--- src/rtl/game_ctrl.sv ---
// game_ctrl: top-level play/hit/game-over sequencer.
// Consumes the attackers' game_over flags and the VGA frame position.
// Drives game_stop back to the attackers and shooter, and keeps lives,
// the per-frame survival score and the high score for the HUD.
// Optional feature macro: GAME_CTRL_DEBOUNCE_EN (start button debouncer).
//
// start_btn path: 2-FF synchronizer -> [debouncer] -> registered rising-edge
// detector producing start_p_q, a one-cycle pulse.
// All outputs come straight from flops and change on the edge where the
// state changes.
module game_ctrl #(
  parameter int N_ATTK     = 5,
  parameter int LIVES_INIT = 3,
  parameter int HIT_FRAMES = 60,
  parameter int DEB_CYCLES = 650000
) (
  input  logic              clk_65M,
  input  logic              clear,
  input  logic              start_btn,
  input  logic [16:0]       H_count,
  input  logic [16:0]       V_count,
  input  logic [N_ATTK-1:0] game_over_vec,
  output logic              game_stop,
  output logic              game_on,
  output logic              game_over,
  output logic [3:0]        lives,
  output logic [15:0]       score,
  output logic [15:0]       hi_score
);

  localparam logic [1:0] ST_IDLE = 2'd0;
  localparam logic [1:0] ST_PLAY = 2'd1;
  localparam logic [1:0] ST_HIT  = 2'd2;
  localparam logic [1:0] ST_OVER = 2'd3;

  localparam logic [3:0]  LIVES_LOAD = 4'(LIVES_INIT);
  localparam logic [7:0]  HIT_LOAD   = 8'(HIT_FRAMES);
  localparam logic [15:0] SCORE_MAX  = 16'hFFFF;

  logic frame_tick;
  logic hit;
  logic btn_lvl;

  logic sync1_q, sync1_d;
  logic sync2_q, sync2_d;
  logic lvl_prev_q, lvl_prev_d;
  logic start_p_q, start_p_d;

  logic [1:0]  state_q, state_d;
  logic [3:0]  lives_q, lives_d;
  logic [15:0] score_q, score_d;
  logic [15:0] hi_q, hi_d;
  logic [7:0]  hit_cnt_q, hit_cnt_d;
  logic        game_stop_q, game_stop_d;
  logic        game_on_q, game_on_d;
  logic        game_over_q, game_over_d;

  assign frame_tick = (H_count == 17'd0) && (V_count == 17'd0);
  assign hit        = |game_over_vec;

  // Two-stage synchronizer for the asynchronous push-button.
  always_comb begin
    sync1_d = start_btn;
    sync2_d = sync1_q;
  end

  always_ff @(posedge clk_65M) begin
    if (clear) begin
      sync1_q <= 1'b0;
      sync2_q <= 1'b0;
    end else begin
      sync1_q <= sync1_d;
      sync2_q <= sync2_d;
    end
  end

`ifdef GAME_CTRL_DEBOUNCE_EN
  localparam logic [19:0] DEB_LAST = 20'(DEB_CYCLES - 1);

  logic [19:0] deb_cnt_q, deb_cnt_d;
  logic        deb_q, deb_d;

  // Debounced level follows the synchronized level only after it has
  // differed for DEB_CYCLES consecutive cycles; any bounce restarts the count.
  always_comb begin
    deb_d     = deb_q;
    deb_cnt_d = 20'd0;
    if (sync2_q != deb_q) begin
      if (deb_cnt_q == DEB_LAST) begin
        deb_d     = sync2_q;
        deb_cnt_d = 20'd0;
      end else begin
        deb_cnt_d = deb_cnt_q + 20'd1;
      end
    end
  end

  always_ff @(posedge clk_65M) begin
    if (clear) begin
      deb_q     <= 1'b0;
      deb_cnt_q <= 20'd0;
    end else begin
      deb_q     <= deb_d;
      deb_cnt_q <= deb_cnt_d;
    end
  end

  assign btn_lvl = deb_q;
`else
  // Without the debouncer DEB_CYCLES has no function; it stays in the
  // parameter list so both builds share one instantiation.
  logic deb_cycles_unused;
  assign deb_cycles_unused = ^32'(DEB_CYCLES);
  assign btn_lvl = sync2_q;
`endif

  // Registered rising-edge detector: start_p_q is high for one cycle.
  always_comb begin
    lvl_prev_d = btn_lvl;
    start_p_d  = btn_lvl & ~lvl_prev_q;
  end

  always_ff @(posedge clk_65M) begin
    if (clear) begin
      lvl_prev_q <= 1'b0;
      start_p_q  <= 1'b0;
    end else begin
      lvl_prev_q <= lvl_prev_d;
      start_p_q  <= start_p_d;
    end
  end

  // Game state machine with lives, score, hit timer and high score.
  always_comb begin
    state_d   = state_q;
    lives_d   = lives_q;
    score_d   = score_q;
    hi_d      = hi_q;
    hit_cnt_d = hit_cnt_q;
    case (state_q)
      ST_IDLE: begin
        if (start_p_q) begin
          state_d = ST_PLAY;
          lives_d = LIVES_LOAD;
          score_d = 16'd0;
        end
      end
      ST_PLAY: begin
        // A hit on the same cycle as frame_tick wins; no score that frame.
        if (hit && (lives_q != 4'd0)) begin
          state_d   = ST_HIT;
          lives_d   = lives_q - 4'd1;
          hit_cnt_d = HIT_LOAD;
        end else if (frame_tick && (score_q != SCORE_MAX)) begin
          score_d = score_q + 16'd1;
        end
      end
      ST_HIT: begin
        if (frame_tick) begin
          hit_cnt_d = hit_cnt_q - 8'd1;
          if (hit_cnt_q == 8'd1) begin
            state_d = (lives_q == 4'd0) ? ST_OVER : ST_PLAY;
          end
        end
      end
      ST_OVER: begin
        // Score is frozen in OVER, so this settles on the first OVER cycle.
        if (score_q > hi_q) begin
          hi_d = score_q;
        end
        if (start_p_q) begin
          state_d = ST_PLAY;
          lives_d = LIVES_LOAD;
          score_d = 16'd0;
        end
      end
      default: begin
        state_d = ST_IDLE;
      end
    endcase
  end

  // Flag outputs are decoded from the next state so they move with it.
  always_comb begin
    game_stop_d = (state_d != ST_PLAY);
    game_on_d   = (state_d == ST_PLAY);
    game_over_d = (state_d == ST_OVER);
  end

  // State and output registers; clear works from any state.
  always_ff @(posedge clk_65M) begin
    if (clear) begin
      state_q     <= ST_IDLE;
      lives_q     <= 4'd0;
      score_q     <= 16'd0;
      hi_q        <= 16'd0;
      hit_cnt_q   <= 8'd0;
      game_stop_q <= 1'b1;
      game_on_q   <= 1'b0;
      game_over_q <= 1'b0;
    end else begin
      state_q     <= state_d;
      lives_q     <= lives_d;
      score_q     <= score_d;
      hi_q        <= hi_d;
      hit_cnt_q   <= hit_cnt_d;
      game_stop_q <= game_stop_d;
      game_on_q   <= game_on_d;
      game_over_q <= game_over_d;
    end
  end

  assign game_stop = game_stop_q;
  assign game_on   = game_on_q;
  assign game_over = game_over_q;
  assign lives     = lives_q;
  assign score     = score_q;
  assign hi_score  = hi_q;

endmodule
--- config.mk ---
export PLATFORM = sky130hd
export DESIGN_NAME = game_ctrl
export DESIGN_NICKNAME = d
export VERILOG_FILES = /design/src/rtl/game_ctrl.sv
export SDC_FILE = /design/constraint.sdc
export NUM_CORES = 1
export LEC_CHECK = 0
export CORE_UTILIZATION = 50
export DETAILED_ROUTE_END_ITERATION = 10
export PLACE_DENSITY = 0.8
export SYNTH_ARGS = -nofsm -noshare
export SYNTH_HDL_FRONTEND = slang
export SYNTH_SLANG_ARGS = --single-unit
--- constraint.sdc ---
create_clock -name clk_65M -period 5.4 [get_ports clk_65M]
set_clock_uncertainty 0.2 [all_clocks]
set_input_delay 1.62 -clock clk_65M [delete_from_list [all_inputs] [get_ports clk_65M]]
set_output_delay 1.62 -clock clk_65M [all_outputs]
set_load 0.03 [all_outputs]
==> results of run 1 <==
-- layout make-up --
cell class / count / area [µm²]
Multi-Input combinational cell: 264 / 1727
Timing Repair Buffer: 83 / 823.3
Clock buffer: 7 / 86.33
Tap cell: 72 / 90.09
Sequential cell: 53 / 1061
Inverter: 28 / 105.1
Fill cell: 454 / 1652
Clock inverter: 1 / 30.03
-- per-stage QoR --
step,total power [µW],hold WS (ns),cells
4_1_cts,738.0,0.1944,508
2_1_floorplan,424.7,0.1674,355
5_1_grt,756.2,0.2261,508
3_5_place_dp,461.8,0.1803,500
6_report,733.4,0.1923,508
3_3_place_gp,461.0,0.1763,500
-- kinds of logic after synthesis --
family / after synthesis / synth area share
mux: 18 / 0.06186
buf+inv: 38 / 0.05162
compound gates: 72 / 0.1553
xor+xnor: 7 / 0.02090
simple gates: 143 / 0.2462
flops: 53 / 0.3618
fa+ha+maj: 24 / 0.1024
-- layout by cell type (no fill, tap or decap), types with 4 or more instances in the layout --
| cell | count |
|---|---|
| nand2_1 | 43 |
| nor4_1 | 11 |
| mux2i_1 | 17 |
| xor2_1 | 6 |
| nand4_1 | 9 |
| o21ai_0 | 18 |
| nor2b_1 | 7 |
| clkdlybuf4s50_1 | 80 |
| nor3_1 | 4 |
| ha_1 | 24 |
| nand3_1 | 18 |
| a21oi_1 | 30 |
| inv_1 | 28 |
| dfxtp_1 | 53 |
| clkbuf_8 | 6 |
| nor2_1 | 26 |
| or3_1 | 9 |
-- per-layer routing --
metal	track usage	share of wire
met1	0.3049	0.45
met2	0.3922	0.49
met3	0.03605	0.041
met4	0.07593	0.016
met5	0	0
-- where the power goes --
part           internal [µW]  leakage (µW)  switching (µW)
Combinational           35.3      0.000878            23.0
Clock                    151     0.0000585             130
Sequential               393      0.000428            1.72
-- flip-flops by register name, summed over array words and instances, names as in the netlist --
register,cells
hit_cnt_q,8
game_stop,1
lives,4
btn_lvl,1
state_q,2
game_on,1
start_p_q,1
score,16
hi_score,16
sync1_q,1
lvl_prev_q,1
game_over,1
-- critical path: cells and delay by family --
| kind | cells | cell delay [ns] |
|---|---|---|
| AO/OA/AOI/OAI | 2 | 0.49 |
| buffers and inverters | 1 | 0.39 |
| AND/OR/NAND/NOR | 4 | 1.60 |
-- how the worst max path moves through the flow --
stage,start,endpoint,cells after the start
detailed placement,V_count[9],score[7],7
global route,V_count[9],score[9],7
global placement,V_count[9],score[9],7
CTS,V_count[9],score[7],7
finish,V_count[9],score[7],7
floorplan,game_over_vec[1],score[9],6
==> metrics.md, run 1 <==
| Metric | Value |
|---|---|
| Status | complete, no violations |
| Root Driver | clkbuf_8 |
| Area grow syn2layout | 33.75% |
| CTS buffer count | 5 |
| Worst hold start | lvl_prev_q |
| Minimum clock period | 4.057 ns |
| Avg Cell Area, Syn | 8.261 µm² |
| RSZ-0062 raised after global routing | false |
| VDD IR max | approximately 0.14 mV |
| Worst Hold Class | register to register |
| 1st-pass router iterations | 4 |
| Cell Chain, Critical Path | clkdlybuf4s50_1 > nor4_1 > nand4_1 > nor3_4 > a31oi_4 > or4_1 > a21oi_1 |
| Fin. Hold Viols | 0 |
| Vias per cell | approximately 5.5 |
| Die span in y | just under 80 µm |
| Post-route DRC | 0 |
| Antenna violations before repair | 0 |
| Routed vias | approximately 2,800 |
| WP data required | between 5 and 6 ns |
| Initial DRC count | between 100 and 150 |
| GPL Wtd Cong | roughly 0.85 |
| Routed Antenna Nets | 0 |
| Ys flop type | dfxtp_1 |
| FF+latch count, synth | 53 |
| I/O pin cnt | roughly 80 |
| Final net count | between 500 and 600 |
| Reg2reg setup slack | around 2.7 ns |
| Vias in the first global route | roughly 2,500 |
| # hold bufs at CTS | 0 |
| CTS Sinks | 53 |
| Crit. End Element | register |
| Max Clk Rate | approximately 250 MHz |
| Max-cap violation count | 0 |
| Post-DP HPWL | 5447 µm |
| Post-Syn Area | approximately 2900 µm² |
| Synth Warn # | 0 |
| Lkg Pwr | between 0.001 and 0.0015 µW |
| Total gr overflow | 0 |
| R2r endpoint | score[7] |
| Finished Cell Area | around 4000 µm² |
| Clk_lat worst skew | 0.31 ns |
| Diodes inserted | 0 |
| Final worst-path cycle share | 0.7513 |
| GRT Overall Usage | 0.2339 |
| Dpl ws | about 1 ns |
| Crit path largest cell delay | roughly 0.59 ns |
| Sequential area share after synthesis | 0.3618 |
| Worst-margin pin slew | around 0.87 ns |
| Synth area leaders | dfxtp_1 (36%), ha_1 (10%), mux2i_1 (5.8%) |
| Placed Area | ~3800 µm² |
| Synth area leader | dfxtp_1 |
| Chip width | approximately 80 µm |
| Reg clk slew, reported paths | ~0.1 ns |
| Std cell rows | 27 |
| Net Count, Synth | between 400 and 500 |
| # port buffers | 80 |
| Max Root-Sink Buffers | 2 |
| Commonest cells in the netlist | dfxtp_1 (53), nand2_1 (43), a21oi_1 (30) |
| Setup CP Type | input pin to register |
| Worst setup margin | around 1.3 ns |
| Worst slew margin | 0.4212 |
| Post-CTS sizing | 0 |
| First-pass GRT wire length | about 11,000 µm |
| Slowest cell on the critical path | or4_1 |
| Top-count cell post-synth | dfxtp_1 |
| Initial core utilization | 0.5262 |
| Pwr/cell area | between 150 and 200 nW/µm² |
| Final Core Density | 0.7037 |
| Post-CTS Setup Repair Bufs | 0 |
| FF-to-FF Start | state_q[0] |
| Final setup TNS | 0 ns |
| FF-to-FF path depth | 8 |
| CP max FO | 28 |
| Final wirelength | a little under 7000 µm |
| Type of origin of the critical path | input pin |
| H-Tree Depth | 2 |
| Wire per inst | 13.69 µm |
| Largest net degree at the start of global routing | 32 |
| Die Footprint | approximately 6200 µm² |
| Ys async rst share | 0 |
| Layout cells sized above 1 | 0.04358 |
| Core Region | approximately 5600 µm² |
| CP arrival | slightly above 4 ns |
| Synth top area share | 0.3618 |
| Hold path endpoint | start_p_q |
| Number of library cell types mapped by synthesis | 45 |
| CTS tree | done |
| Synth Instances | 355 |
| # setup viols final | 0 |
| Hold depth | 1 |
| Pins Over Slew Limit | 0 |
| Post-synth EDFFs | 0 |
Note: power is estimated with default switching activity, not from simulation.
==> run 2, diff against run 1 <==
--- a/config.mk
+++ b/config.mk
@@ -5,9 +5,9 @@
 export SDC_FILE = /design/constraint.sdc
 export NUM_CORES = 1
 export LEC_CHECK = 0
-export CORE_UTILIZATION = 50
+export CORE_UTILIZATION = 48
 export DETAILED_ROUTE_END_ITERATION = 10
-export PLACE_DENSITY = 0.8
+export PLACE_DENSITY = 0.77
 export SYNTH_ARGS = -nofsm -noshare
 export SYNTH_HDL_FRONTEND = slang
 export SYNTH_SLANG_ARGS = --single-unit
==> constraint.sdc (replaced) <==
create_clock -name clk_65M -period 4 [get_ports clk_65M]
set_clock_uncertainty 0.2 [all_clocks]
set_input_delay 1.2 -clock clk_65M [delete_from_list [all_inputs] [get_ports clk_65M]]
set_output_delay 1.2 -clock clk_65M [all_outputs]
set_load 0.03 [all_outputs]
==> run 2 against run 1 <==
Setup slack worse by 0.79 ns. Global-route usage down 0.83 points. Power up 27%. Register-to-register slack worse by 1.4 ns. First-iteration DRC count up 24%. Core utilization down 4.2 points. Largest power group unchanged. Highest routed layer unchanged.
==> metrics.md, run 2 (synthesized netlist as in run 1, its figures left out) <==
| Metric | Value |
|---|---|
| Status | complete, no violations (unchanged) |
| RSZ-0062 raised after global routing | false (unchanged) |
| Crit. End Element | register (unchanged) |
| Clock power frac | 0.341 (was 0.383) |
| Final setup TNS | 0 ns (unchanged) |
| Post-CTS Setup Repair Bufs | 0 (unchanged) |
| Routed Antenna Nets | 0 (unchanged) |
| # port buffers | 80 (unchanged) |
| Crit path largest cell delay | 0.58 ns (was 0.59 ns) |
| NetSw | 222.5 µW (was 154.3 µW) |
| CTS tree | done (unchanged) |
| Antenna violations before repair | 0 (unchanged) |
| First-pass GRT wire length | 11,470 µm (was 11,500 µm) |
| Most common cell after layout, fill and taps aside | clkdlybuf4s50_1 (unchanged) |
| Die span in y | 80.17 µm (was 78.59 µm) |
| P_int | 705.9 µW (was 579.2 µW) |
| Pins Over Slew Limit | 0 (unchanged) |
| Cell Chain, Critical Path | clkdlybuf4s50_1 > or4_4 > o21ba_4 > a21oi_4 > a31oi_4 > or4_1 > a21oi_1 (was clkdlybuf4s50_1 > nor4_1 > nand4_1 > nor3_4 > a31oi_4 > or4_1 > a21oi_1) |
| Part of the power in registers | 0.573 (was 0.538) |
| Max Used Layer | met4 (unchanged) |
| # hold bufs at CTS | 0 (unchanged) |
| 1st-pass router iterations | 4 (unchanged) |
| Type of origin of the critical path | input pin (unchanged) |
| Minimum clock period | 3.442 ns |
| Clk_lat worst skew | 0.31 ns (about the same) |
| Max Root-Sink Buffers | 2 (unchanged) |
| Worst-margin pin slew | 0.6299 ns (was 0.8673 ns) |
| Met3 WL | 244 µm (was 284 µm) |
| Setup CP Type | input pin to register (unchanged) |
| I/O pin cnt | 81 (unchanged) |
| # setup viols final | 0 (unchanged) |
| Worst Hold Class | register to register (unchanged) |
| Max Clk Rate | about 290 MHz |
| Std cell rows | 28 (was 27) |
| Worst slew margin | 0.5796 (was 0.4212) |
| Final wirelength | 6941 µm (was 6956 µm) |
| Area of the multi-input gates | 1727 µm² (unchanged) |
| Diodes inserted | 0 (unchanged) |
| Fin. Hold Viols | 0 (unchanged) |
| Final Core Density | 0.6621 (was 0.7037) |
| VDD IR max | 0.1687 mV (was 0.1435 mV) |
| Initial DRC count | 157 (was 127) |
| Wire per inst | 13.53 µm (was 13.69 µm) |
| Switching part of the total power | 0.2397 (was 0.2103) |
| Total gr overflow | 0 (unchanged) |
| Reg clk slew, reported paths | 0.10 ns (about the same) |
| Max-cap violation count | 0 (unchanged) |
| Vias per cell | 5.446 (was 5.484) |
| Worst hold start | lvl_prev_q (unchanged) |
| CP max FO | 28 (unchanged) |
| WL met1 | 3153 µm (was 3151 µm) |
| Length of routed met2 wiring | 3450 µm (was 3411 µm) |
| FF-to-FF Start | state_q[0] (unchanged) |
| Post-CTS sizing | 0 (unchanged) |
| Gate power share | 0.086 (was 0.080) |
| WP data required | 4.05 ns (was 5.45 ns) |
| CP arrival | 3.49 ns (was 4.11 ns) |
| GPL Wtd Cong | 0.8420 (was 0.8518) |
| Post-DP HPWL | 5364 µm (was 5447 µm) |
| Chip width | 80.17 µm (was 78.59 µm) |
| Lkg Pwr | 0.001358 µW (was 0.001364 µW) |
| Area grow syn2layout | 33.66% (was 33.75%) |
| Fillcell total | 492 (was 454) |
| Pwr/cell area | 236.8 nW/µm² (was 187.0 nW/µm²) |
| Vias in the first global route | 2,558 (was 2,493) |
| Worst setup path start | game_over_vec[1] (was V_count[9]) |
| Routed vias | 2,794 (was 2,786) |
| Die Footprint | 6426 µm² (was 6176 µm²) |
| GRT Overall Usage | 0.2256 (was 0.2339) |
| Hold WS | 0.1879 ns (was 0.1923 ns) |
| H-Tree Depth | 2 (unchanged) |
| Largest net degree at the start of global routing | 29 (was 32) |
| Root Driver | clkbuf_8 (unchanged) |
| Reg2reg setup slack | 1.26 ns (was 2.70 ns) |
| Commonest cells after routing, fill and taps aside | clkdlybuf4s50_1 (80), dfxtp_1 (53), nand2_1 (43) (unchanged) |
| Slowest cell on the critical path | or4_1 (unchanged) |
| Core Region | 5921 µm² (was 5574 µm²) |
| Post-route DRC | 0 (unchanged) |
| Initial core utilization | 0.4954 (was 0.5262) |
| Layout cells sized above 1 | 0.05023 (was 0.04358) |
| CTS Sinks | 53 (unchanged) |
| Seq. cell area | 1061 µm² (unchanged) |
| Final worst-path cycle share | 0.8606 |
| Final net count | 503 (was 501) |
| CTS buffer count | 5 (unchanged) |
run 2: cell count changes in the layout (fill, tap and decap cells not counted):
cell        previous run  this run
clkbuf_8               6         5
clkbuf_1               1         0
clkinvlp_4             0         2
inv_8                  0         1
buf_4                  3         5
bufinv_16              1         0
run 2: worst max-delay path: cells and delay by family:
family          cells  cell delay [ns]
compound gates      4             0.77
buf+inv             1             0.40
simple gates        2             1.12
run 2: power by group through the flow:
| stage | Combinational, µW | Clock [µW] | Sequential [µW] |
|---|---|---|---|
| 2_1_floorplan | 26.9 | 0 | 546 |
| 3_3_place_gp | 78.0 | 0 | 544 |
| 3_5_place_dp | 79.6 | 0 | 545 |
| 4_1_cts | 80.0 | 326 | 532 |
| 5_1_grt | 85.7 | 346 | 533 |
| 6_report | 79.7 | 316 | 532 |
run 2: routing by layer:
metal  vias to the layer above  GRT usage
met2                        57     0.3872
met5                         -          0
met3                        12    0.03864
met1                      1299     0.2888
li1                       1426          -
met4                         0    0.06429
run 2: path summary, 6_finish.rpt:
kind          endpoint  cells past startpoint
max           score[7]                      7
min          start_p_q                      1
max reg2reg   score[7]                      8
min reg2reg  start_p_q                      1
run 2: stage by stage:
stage / std cells / worst slack (ns) / cell area (µm²) / power (µW)
final: 513 / 0.5576 / 3920 / 928.4
after CTS: 513 / 0.5708 / 3920 / 938.0
after global routing: 513 / 0.4332 / 3920 / 964.6
after detailed placement: 505 / 0.2427 / 3825 / 624.1
after floorplan: 355 / 0.8892 / 2933 / 573.3
after global placement: 505 / 0.2722 / 3825 / 622.5
run 2: cell type report:
class,instances,share of cell area
timing repair buffer,85,0.2139
sequential,53,0.2707
tap,75,0.02394
inverter,28,0.02681
multi-input combinational,264,0.4405
clock inverter,3,0.006703
clock buffer,5,0.01756
==> run 3, diff against run 2 <==
--- a/config.mk
+++ b/config.mk
@@ -6,6 +6,7 @@
 export NUM_CORES = 1
 export LEC_CHECK = 0
 export CORE_UTILIZATION = 48
+export CTS_CLUSTER_SIZE = 25
 export DETAILED_ROUTE_END_ITERATION = 10
 export PLACE_DENSITY = 0.77
 export SYNTH_ARGS = -nofsm -noshare
==> results of run 3 <==
Final layout, timing and power as in run 2 (identical DEF).
